**src/rtl/ad7606_pkg.sv**
```systemverilog
// rtl/ad7606_pkg.sv - shared types, sizes and oversampling decode for the AD7606 emulator
package ad7606_pkg;

    localparam int NUM_CH  = 8;
    localparam int TIMER_W = 24;

    typedef enum logic [1:0] {
        ST_IDLE,
        ST_CONV,
        ST_READY
    } state_t;

    // Codes 0 and 7 both mean "no oversampling".
    function automatic logic [2:0] os_shift(input logic [2:0] os);
        return (os == 3'd0 || os == 3'd7) ? 3'd0 : os;
    endfunction

endpackage

```
**src/rtl/ad7606_emu_if.sv**
```systemverilog
// rtl/ad7606_emu_if.sv - AD7606 pin bundle plus shadow sample write port
interface ad7606_emu_if;

    logic        adc_rst;
    logic        convst;
    logic        cs_n;
    logic        rd_n;
    logic [2:0]  os;
    logic        smp_wr;
    logic [2:0]  smp_ch;
    logic [15:0] smp_data;
    logic        busy;
    logic        frstdata;
    logic [15:0] db;
    logic        db_oe;
    logic        conv_ignored;

    modport master (
        output adc_rst, convst, cs_n, rd_n, os, smp_wr, smp_ch, smp_data,
        input  busy, frstdata, db, db_oe, conv_ignored
    );

    modport slave (
        input  adc_rst, convst, cs_n, rd_n, os, smp_wr, smp_ch, smp_data,
        output busy, frstdata, db, db_oe, conv_ignored
    );

endinterface

```
**src/rtl/ad7606_emu_timer.sv**
```systemverilog
// rtl/ad7606_emu_timer.sv - BUSY down-counter, one-cycle expired pulse at the end of the duration
module ad7606_emu_timer
    import ad7606_pkg::*;
(
    input  logic               clk,
    input  logic               rst_n,
    input  logic               clr,
    input  logic               load,
    input  logic [TIMER_W-1:0] duration,
    output logic               expired
);

    logic [TIMER_W-1:0] count;

    always_ff @(posedge clk or negedge rst_n) begin
        if (!rst_n) begin
            count <= '0;
        end else if (clr) begin
            count <= '0;
        end else if (load) begin
            count <= duration;
        end else if (count != '0) begin
            count <= count - 1'b1;
        end
    end

    // Firing on the last loaded count makes busy span exactly `duration` cycles.
    assign expired = (count == TIMER_W'(1)) && !clr;

endmodule

```
**src/rtl/ad7606_emu.sv**
```systemverilog
// rtl/ad7606_emu.sv - AD7606 parallel-interface ADC emulator with shadow sample registers
module ad7606_emu
    import ad7606_pkg::state_t, ad7606_pkg::ST_IDLE, ad7606_pkg::ST_CONV,
           ad7606_pkg::ST_READY, ad7606_pkg::TIMER_W, ad7606_pkg::os_shift;
#(
    parameter int CONV_CYCLES = 200,
    parameter int NUM_CH      = 8
) (
    input  logic         clk,
    input  logic         rst_n,
    ad7606_emu_if.slave  bus
);

    state_t              state;
    state_t              state_next;
    logic                convst_d;
    logic                rd_n_d;
    logic                conv_edge;
    logic                rd_fall;
    logic                start_conv;
    logic                do_read;
    logic                ign_pulse;
    logic                timer_expired;
    logic [2:0]          ptr;
    logic [15:0]         shadow [NUM_CH];
    logic [15:0]         result [NUM_CH];
    logic [TIMER_W-1:0]  duration;

    assign conv_edge = bus.convst & ~convst_d;
    assign rd_fall   = ~bus.rd_n & rd_n_d;
    assign duration  = TIMER_W'(CONV_CYCLES) << os_shift(bus.os);
    assign bus.db_oe = ~bus.cs_n & ~bus.rd_n;

    always_ff @(posedge clk or negedge rst_n) begin
        if (!rst_n) begin
            state <= ST_IDLE;
        end else begin
            state <= state_next;
        end
    end

    always_comb begin
        state_next = state;
        start_conv = 1'b0;
        do_read    = 1'b0;
        ign_pulse  = 1'b0;
        if (bus.adc_rst) begin
            state_next = ST_IDLE;
        end else begin
            case (state)
                ST_IDLE: begin
                    if (conv_edge) begin
                        start_conv = 1'b1;
                        state_next = ST_CONV;
                    end
                end
                ST_CONV: begin
                    ign_pulse = conv_edge;
                    if (timer_expired) begin
                        state_next = ST_READY;
                    end
                end
                ST_READY: begin
                    if (conv_edge) begin
                        start_conv = 1'b1;
                        state_next = ST_CONV;
                    end else if (rd_fall && !bus.cs_n) begin
                        do_read = 1'b1;
                    end
                end
                default: state_next = ST_IDLE;
            endcase
        end
    end

    // Edge detectors idle at the pin rest levels so reset itself never looks like an edge.
    always_ff @(posedge clk or negedge rst_n) begin
        if (!rst_n) begin
            convst_d <= 1'b0;
            rd_n_d   <= 1'b1;
        end else begin
            convst_d <= bus.convst;
            rd_n_d   <= bus.rd_n;
        end
    end

    always_ff @(posedge clk or negedge rst_n) begin
        if (!rst_n) begin
            for (int i = 0; i < NUM_CH; i++) begin
                shadow[i] <= 16'h0000;
            end
        end else if (bus.smp_wr) begin
            shadow[bus.smp_ch] <= bus.smp_data;
        end
    end

    always_ff @(posedge clk or negedge rst_n) begin
        if (!rst_n) begin
            bus.busy         <= 1'b0;
            bus.frstdata     <= 1'b0;
            bus.db           <= 16'h0000;
            bus.conv_ignored <= 1'b0;
            ptr              <= 3'd0;
            for (int i = 0; i < NUM_CH; i++) begin
                result[i] <= 16'h0000;
            end
        end else begin
            bus.busy         <= (state_next == ST_CONV);
            bus.conv_ignored <= ign_pulse;
            if (bus.adc_rst) begin
                bus.frstdata <= 1'b0;
                bus.db       <= 16'h0000;
                ptr          <= 3'd0;
                for (int i = 0; i < NUM_CH; i++) begin
                    result[i] <= 16'h0000;
                end
            end else if (start_conv) begin
                ptr <= 3'd0;
                // Non-blocking copy takes the pre-write shadow value if smp_wr coincides.
                for (int i = 0; i < NUM_CH; i++) begin
                    result[i] <= shadow[i];
                end
            end else if (do_read) begin
                bus.db       <= result[ptr];
                bus.frstdata <= (ptr == 3'd0);
                ptr          <= ptr + 3'd1;
            end
        end
    end

    ad7606_emu_timer u_timer (
        .clk      (clk),
        .rst_n    (rst_n),
        .clr      (bus.adc_rst),
        .load     (start_conv),
        .duration (duration),
        .expired  (timer_expired)
    );

endmodule

```
**src/flat_wrapper.sv**
```systemverilog
// flat-port wrapper written by rule: the top's interface ports become plain ports
module ad7606_emu_flat import ad7606_pkg::state_t, ad7606_pkg::ST_IDLE, ad7606_pkg::ST_CONV,
           ad7606_pkg::ST_READY, ad7606_pkg::TIMER_W, ad7606_pkg::os_shift;
#(
    parameter int CONV_CYCLES = 200,
    parameter int NUM_CH      = 8
)
  (clk, rst_n, bus_adc_rst, bus_convst, bus_cs_n, bus_rd_n, bus_os, bus_smp_wr, bus_smp_ch, bus_smp_data, bus_busy, bus_frstdata, bus_db, bus_db_oe, bus_conv_ignored);
  ad7606_emu_if bus_i ();
  input  logic clk;
  input  logic rst_n;
  input wire logic [$bits(bus_i.adc_rst)-1:0] bus_adc_rst;
  input wire logic [$bits(bus_i.convst)-1:0] bus_convst;
  input wire logic [$bits(bus_i.cs_n)-1:0] bus_cs_n;
  input wire logic [$bits(bus_i.rd_n)-1:0] bus_rd_n;
  input wire logic [$bits(bus_i.os)-1:0] bus_os;
  input wire logic [$bits(bus_i.smp_wr)-1:0] bus_smp_wr;
  input wire logic [$bits(bus_i.smp_ch)-1:0] bus_smp_ch;
  input wire logic [$bits(bus_i.smp_data)-1:0] bus_smp_data;
  output wire logic [$bits(bus_i.busy)-1:0] bus_busy;
  output wire logic [$bits(bus_i.frstdata)-1:0] bus_frstdata;
  output wire logic [$bits(bus_i.db)-1:0] bus_db;
  output wire logic [$bits(bus_i.db_oe)-1:0] bus_db_oe;
  output wire logic [$bits(bus_i.conv_ignored)-1:0] bus_conv_ignored;
  assign bus_i.adc_rst = bus_adc_rst;
  assign bus_i.convst = bus_convst;
  assign bus_i.cs_n = bus_cs_n;
  assign bus_i.rd_n = bus_rd_n;
  assign bus_i.os = bus_os;
  assign bus_i.smp_wr = bus_smp_wr;
  assign bus_i.smp_ch = bus_smp_ch;
  assign bus_i.smp_data = bus_smp_data;
  assign bus_busy = bus_i.busy;
  assign bus_frstdata = bus_i.frstdata;
  assign bus_db = bus_i.db;
  assign bus_db_oe = bus_i.db_oe;
  assign bus_conv_ignored = bus_i.conv_ignored;
  ad7606_emu #(.CONV_CYCLES(CONV_CYCLES), .NUM_CH(NUM_CH)) u_core (.clk(clk), .rst_n(rst_n), .bus(bus_i));
endmodule
```
**config.mk**
```make
export PLATFORM = sky130hd
export DESIGN_NAME = ad7606_emu_flat
export DESIGN_NICKNAME = d
export VERILOG_FILES = /design/src/rtl/ad7606_pkg.sv /design/src/rtl/ad7606_emu_if.sv /design/src/rtl/ad7606_emu_timer.sv /design/src/rtl/ad7606_emu.sv /design/src/flat_wrapper.sv
export SDC_FILE = /design/constraint.sdc
export NUM_CORES = 1
export LEC_CHECK = 0
export CAP_MARGIN = 10
export CELL_PAD_IN_SITES_DETAIL_PLACEMENT = 0
export CELL_PAD_IN_SITES_GLOBAL_PLACEMENT = 1
export CORE_MARGIN = 3
export CORE_UTILIZATION = 55
export DETAILED_ROUTE_END_ITERATION = 12
export PLACE_DENSITY = 0.95
export SKIP_CTS_REPAIR_TIMING = 1
export SLEW_MARGIN = 40
export SYNTH_ARGS = -nofsm -noshare
export SYNTH_HDL_FRONTEND = slang
export SYNTH_HIERARCHICAL = 1
export SYNTH_SLANG_ARGS = --single-unit
```
**constraint.sdc**
```tcl
create_clock -name clk -period 3.7 [get_ports clk]
set_clock_uncertainty 0.05 [all_clocks]
set_input_delay 1.11 -clock clk [delete_from_list [all_inputs] [get_ports clk]]
set_output_delay 1.11 -clock clk [all_outputs]
set_load 0.03 [all_outputs]
```
==> summary.txt, run 1 <==
Detailed routing
  • DRT Pass-1 Iters: 5
  • WL/cell: around 22 um
  • Via-per-instance ratio: between 6 and 7
  • DR DRC count: 0
  • Drt first-iter violations: between 700 and 800
  • Routed wire length: approximately 28000 um
  • Vias post-DR: approximately 8000
  • Antenna Nets Post-Route: 0

Critical path
  • Buffers and inverters on the worst path: 2
  • Max FO, Critical Path: 3
  • Most used cell, CP: clkdlybuf4s50_1
  • Flop2flop setup slack: about 1.3 ns
  • Reg2reg start: u_core/u_timer/count[12]
  • Crit path DAT: between 2 and 2.5 ns
  • Kind of critical path: input port to primary output
  • CP Launch Type: input port
  • Reg2reg path depth: 5
  • Critical path's top delay family: buffers and inverters
  • R2R Path End: u_core/u_timer/count[0]
  • Critical Path RT: roughly 2.5 ns
  • Crit-path slowest cell: clkdlybuf4s50_1
  • Cell breakdown of the critical path: clkdlybuf4s50_1, nor2_1, clkdlybuf4s50_1
  • Worst stage delay on the critical path: 0.67 ns
  • Critical Path End Type: primary output

STA
  • Fmax: 284 MHz
  • Final hold viol count: 0
  • RSZ-0062 raised after global routing: no
  • Fin crit share: 95.1%
  • Worst rel slew slack: ~42%
  • Final Max Slew Viols: 0
  • Final setup fails: 0
  • Worst Tran Pin Value: roughly 0.86 ns
  • Setup TNS Final: 0 ns
  • Fin crit period: about 3.5 ns
  • Worst-case hold slack: about 0.44 ns

Hold path
  • Min-Delay Endpoint: u_core/result[61]
  • Worst Hold Class: flop to flop
  • Hold Startpoint: u_core/shadow[61]
  • Hold Crit Depth: 1

Synth
  • Post-synth EDFFs: 0
  • Commonest cells in the netlist: dfrtp_1 (305), a22o_1 (129), mux2_2 (128)
  • Synth top area share: between 50% and 60%
  • Synth area leaders: dfrtp_1 (59%), mux2_2 (11%), a22o_1 (8.7%)
  • Yosys warnings: 6
  • Syn Inst Count: around 900
  • Count leader, synth: dfrtp_1
  • Distinct cell type count after synthesis: between 50 and 60
  • Asr flop ratio synth: 100%
  • Post-synthesis sequential area ratio: 58.9%
  • Main flop type after synthesis: dfrtp_1
  • Netlist Area Pre-Place: about 0.013 mm^2
  • Flops & latches, synth: ~300
  • Leading area contributor after synthesis: dfrtp_1
  • Average size of a mapped cell: ~14 um^2

GRT
  • Total gr overflow: 0
  • Largest net degree at the start of global routing: 92
  • Overall routing resource usage: roughly 22%
  • First-pass GRT wire length: around 46000 um
  • Initial antenna violation count: 2
  • Vias in the first global route: 8338

Clock network
  • Clock transition at path regs: approximately 0.060 ns
  • Num CTS Buffers: 29
  • Skew-Pair Late Insertion Delay: 0.54 ns
  • H-Tree Depth: 1
  • Clock Path Buffers: 3
  • Num Clock Sinks: a little over 300
  • Root buf cell: clkbuf_16
  • CTS tree: yes

Status
  • Status: finished, final reports clean

Floorplan
  • Die area: around 0.026 mm^2
  • Die span in y: ~160 um
  • Initial core utilization: approximately 57%
  • Die W: around 160 um
  • Placeable Area: 0.0229 mm^2
  • # IOs: between 40 and 50
  • Number of core rows: between 50 and 60

Placement
  • Dpl hpwl: roughly 16000 um
  • GPL Wtd Cong: 0.775
  • Placed cells: about 1200
  • Buffers on Ports: 48

Power
  • Worst VDD drop: 0.381 mV
  • P_leak: roughly 0.0067 uW
  • Cell area power density: approximately 570 mW/mm^2

Cells and area
  • Share of cells above drive strength 1: between 20% and 30%
  • Filler cells: about 1600
  • Area growth syn-to-layout: 14.1%
  • Final Net Count: 1005
  • N_diodes: 0
  • Final non-filler cell total: 1298

Run
  • Max cap viols: 0
[area by class of cell]
class / instances / area (um^2) / share of cell area [%]
sequential: 306 / 7660 / 51.6
multi-input combinational: 542 / 5000 / 33.7
timing repair buffer: 78 / 873 / 5.88
clock buffer: 42 / 835 / 5.62
tap: 313 / 392 / 2.64
clock inverter: 9 / 51.3 / 0.346
inverter: 8 / 30.0 / 0.202
[power by group]
group,switching [uW],internal [uW]
registers,381,3860
logic,726,786
clock network,1220,1560
total,2330,6210
[through the flow]
step                setup slack (ns)  power, uW  util, %  cell area, um^2
floorplan                      0.703       5330        -            13000
global placement               0.177       5700     60.9            14000
detailed placement             0.177       5790     60.9            14000
CTS                            0.172       8590     64.8            14800
global route                   0.127       8960     64.8            14800
finish                         0.182       8530     64.8            14800
[registers in the layout, indices dropped and copies added (netlist names)]
signal,cells
u_core/shadow,128
u_core/rd_n_d,1
u_core/bus.db,16
u_core/bus.conv_ignored,1
u_core/ptr,3
u_core/bus.busy,1
u_core/state,2
u_core/bus.frstdata,1
u_core/convst_d,1
u_core/result,128
u_core/u_timer/count,24
[worst max-delay path by stage]
| stage | from | to | slack, ns | cells after the start |
|---|---|---|---|---|
| 5_1_grt | bus_rd_n | bus_db_oe | 0.13 | 3 |
| 3_3_place_gp | bus_rd_n | bus_db_oe | 0.18 | 3 |
| 4_1_cts | bus_rd_n | bus_db_oe | 0.17 | 3 |
| 3_5_place_dp | bus_rd_n | bus_db_oe | 0.18 | 3 |
| 2_1_floorplan | bus_convst | u_core/u_timer/count[11] | 0.70 | 8 |
| 6_report | bus_rd_n | bus_db_oe | 0.18 | 3 |
[metal layers]
| layer | GRT usage [%] | share of wire [%] | wire length [um] | up-vias |
|---|---|---|---|---|
| li1 | - | - | - | 3489 |
| met1 | 31.7 | 43 | 12300 | 4233 |
| met2 | 36.0 | 48 | 13600 | 238 |
| met3 | 3.89 | 5.8 | 1650 | 67 |
| met4 | 6.86 | 2.8 | 791 | 4 |
| met5 | 0 | 0.12 | 34 | - |
[placed cells by master, fill, tap and decap left out, types with 8 or more instances in the layout]
master             n
nand2b_1          11
clkbuf_16         29
mux2i_1           12
mux4_2            32
xnor2_1           11
conb_1            12
mux2_2           128
inv_1              8
dfrtp_1          304
nand2_1           15
a21oi_1           12
clkdlybuf4s50_1   47
o22ai_1           16
ha_1              11
buf_4             17
buf_12            13
nor2_1            52
xor2_1            10
nor3_1            23
a22o_1           129
[kinds of logic after synthesis]
| group | count (synthesis) | share of synthesized area (%) |
|---|---|---|
| compound gates | 172 | 10.9 |
| xor+xnor | 21 | 1.41 |
| fa+ha+maj | 11 | 1.06 |
| buf+inv | 72 | 3.05 |
| flops | 306 | 58.9 |
| mux | 172 | 17.5 |
| other cells | 1 | 0.0288 |
| simple gates | 154 | 7.18 |
Note: power is estimated with default switching activity, not from simulation.
==> inputs of run 2 (changes only) <==
--- a/config.mk
+++ b/config.mk
@@ -8,6 +8,7 @@
 export CAP_MARGIN = 10
 export CELL_PAD_IN_SITES_DETAIL_PLACEMENT = 0
 export CELL_PAD_IN_SITES_GLOBAL_PLACEMENT = 1
+export CORE_ASPECT_RATIO = 0.8
 export CORE_MARGIN = 3
 export CORE_UTILIZATION = 55
 export DETAILED_ROUTE_END_ITERATION = 12
==> constraint.sdc (replaced) <==
create_clock -name clk -period 4.3 [get_ports clk]
set_clock_uncertainty 0.05 [all_clocks]
set_input_delay 1.29 -clock clk [delete_from_list [all_inputs] [get_ports clk]]
set_output_delay 1.29 -clock clk [all_outputs]
set_load 0.03 [all_outputs]
==> summary.txt, run 2 (same netlist as run 1, synthesis figures left out) <==
Status
  • Status: finished, final reports clean

GRT
  • Total gr overflow: 0 (unchanged)
  • Initial antenna violation count: 0 (-2)
  • First-pass GRT wire length: 43600 um (-5.3%)
  • Vias in the first global route: 7826 (-6.1%)
  • Overall routing resource usage: 21.5% (-0.93 points)
  • Largest net degree at the start of global routing: 169 (+84%)

Detailed routing
  • WL/cell: 20.6 um (-5.9%)
  • Via-per-instance ratio: 6.07 (-1.9%)
  • Vias post-DR: 7788 (-3.0%)
  • Drt first-iter violations: 766 (+7.6%)
  • Antenna Nets Post-Route: 0 (unchanged)
  • DRT Pass-1 Iters: 5 (unchanged)
  • DR DRC count: 0 (unchanged)
  • Routed wire length: 26400 um (-7.0%)

Critical path
  • Critical Path End Type: primary output
  • Crit path DAT: 2.53 ns (+0.17 ns)
  • Most used cell, CP: clkdlybuf4s50_1
  • CP Launch Type: input port
  • Buffers and inverters on the worst path: 2 (unchanged)
  • Critical path's top delay family: buffers and inverters
  • Worst stage delay on the critical path: 0.67 ns (about the same)
  • Crit-path slowest cell: clkdlybuf4s50_1
  • Cell breakdown of the critical path: clkdlybuf4s50_1, nor2_1, clkdlybuf4s50_1
  • Critical Path RT: 2.96 ns (+0.42 ns)
  • Reg2reg start: u_core/u_timer/count[21]
  • Reg2reg path depth: 5 (unchanged)
  • R2R Path End: u_core/u_timer/count[0]
  • Flop2flop setup slack: 1.83 ns (+0.50 ns)
  • Max FO, Critical Path: 3 (unchanged)
  • Kind of critical path: input port to primary output

STA
  • Final setup fails: 0 (unchanged)
  • Fin crit share: between 90% and 100%
  • Fin crit period: 3.87 ns
  • Setup TNS Final: 0 ns (unchanged)
  • Final Max Slew Viols: 0 (unchanged)
  • Worst rel slew slack: 42.6% (+0.46 points)
  • Worst Tran Pin Value: 0.861 ns (-0.00367 ns)
  • Fmax: 258 MHz
  • RSZ-0062 raised after global routing: no
  • Final hold viol count: 0 (unchanged)

Floorplan
  • Die area: 0.0255 mm^2 (about the same)
  • Placeable Area: 0.0229 mm^2 (-0.21%)
  • Initial core utilization: 56.9% (+0.12 points)
  • # IOs: 49 (unchanged)
  • Die span in y: 144 um (-10%)
  • Number of core rows: 49 (-11%)
  • Die W: 178 um (+11%)

Cells and area
  • Area growth syn-to-layout: 13.5%
  • Filler cells: 1643 (+1.4%)
  • Most common cell after layout, fill and taps aside: dfrtp_1
  • Area occupied by multi-input gates: 0.00500 mm^2 (unchanged)
  • Post-route design area: 0.0148 mm^2 (-0.55%)
  • Share of cells above drive strength 1: 26.0% (-0.17 points)
  • Regs by FF count: u_core/result (128), u_core/shadow (128), u_core/u_timer/count (24)
  • Register area: 0.00766 mm^2 (about the same)
  • Most frequent cells in the layout: dfrtp_1 (304), a22o_1 (129), mux2_2 (128)
  • Final non-filler cell total: 1283 (-1.2%)
  • Final Net Count: 995 (-1.0%)

Hold path
  • Worst Hold Class: flop to flop
  • Hold Crit Depth: 1 (unchanged)
  • Hold Startpoint: u_core/shadow[121]
  • Min-Delay Endpoint: u_core/result[121]

Placement
  • GPL Wtd Cong: 0.775 (about the same)
  • DP Area: 0.0138 mm^2 (-1.3%)
  • Buffers on Ports: 48 (unchanged)
  • Placed cells: 1230 (-1.4%)
  • Dpl hpwl: 15600 um (-4.1%)

Clock network
  • H-Tree Depth: 1 (unchanged)
  • Num CTS Buffers: 29 (unchanged)
  • Clock transition at path regs: 0.07 ns (about the same)
  • CTS tree: yes
  • Skew-Pair Late Insertion Delay: 0.53 ns (about the same)
  • Clock Path Buffers: 3 (unchanged)
  • Num Clock Sinks: 306 (unchanged)
  • Root buf cell: clkbuf_16

Power
  • P_leak: 0.00664 uW (-0.59%)
  • Worst VDD drop: 0.289 mV (-24%)
  • Cell area power density: 506 mW/mm^2 (-12%)

Run
  • Max cap viols: 0 (unchanged)
run 2: power by group:
part	switching (uW)	internal [uW]	total (uW)	leakage, uW
clock	1060	1510	2570	0.000485
sequential	317	3320	3640	0.00396
combinational	604	659	1260	0.00219
run 2: worst max path at each step:
stage,from,endpoint,slack (ns),cells past startpoint
floorplan,bus_convst,u_core/u_timer/count[11],1.12,8
global placement,bus_rd_n,bus_db_oe,0.42,3
detailed placement,bus_rd_n,bus_db_oe,0.42,3
CTS,bus_rd_n,bus_db_oe,0.41,3
global route,bus_rd_n,bus_db_oe,0.36,3
finish,bus_rd_n,bus_db_oe,0.43,3
run 2: cell type report:
type,instances,area share [%]
Timing Repair Buffer,68,4.73
Multi-Input combinational cell,542,33.9
Antenna cell,1,0.0170
Sequential cell,306,51.9
Clock buffer,40,5.81
Inverter,8,0.203
Tap cell,306,2.59
Clock inverter,12,0.856
run 2: layer usage:
metal / track usage (%) / share of wire, %
met1: 33.1 / 47
met2: 33.3 / 47
met3: 3.28 / 4.3
met4: 3.51 / 1.3
met5: 0 / 0
run 2: per-stage QoR:
step / hold WS [ns] / utilization, % / power [uW] / worst slack, ns
3_3_place_gp: 0.422 / 60.2 / 4880 / 0.419
6_report: 0.440 / 64.5 / 7470 / 0.425
5_1_grt: 0.451 / 64.5 / 7850 / 0.364
3_5_place_dp: 0.429 / 60.2 / 4940 / 0.418
4_1_cts: 0.442 / 64.5 / 7530 / 0.414
2_1_floorplan: 0.411 / - / 4590 / 1.12
run 2: worst reg2reg max path: stages (launching register included):
cell and delay, ns:
dfrtp_1 0.40, nor4_1 0.51, nand4_1 0.23, nor4b_2 0.41
or2_1 0.55, o21ai_0 0.19
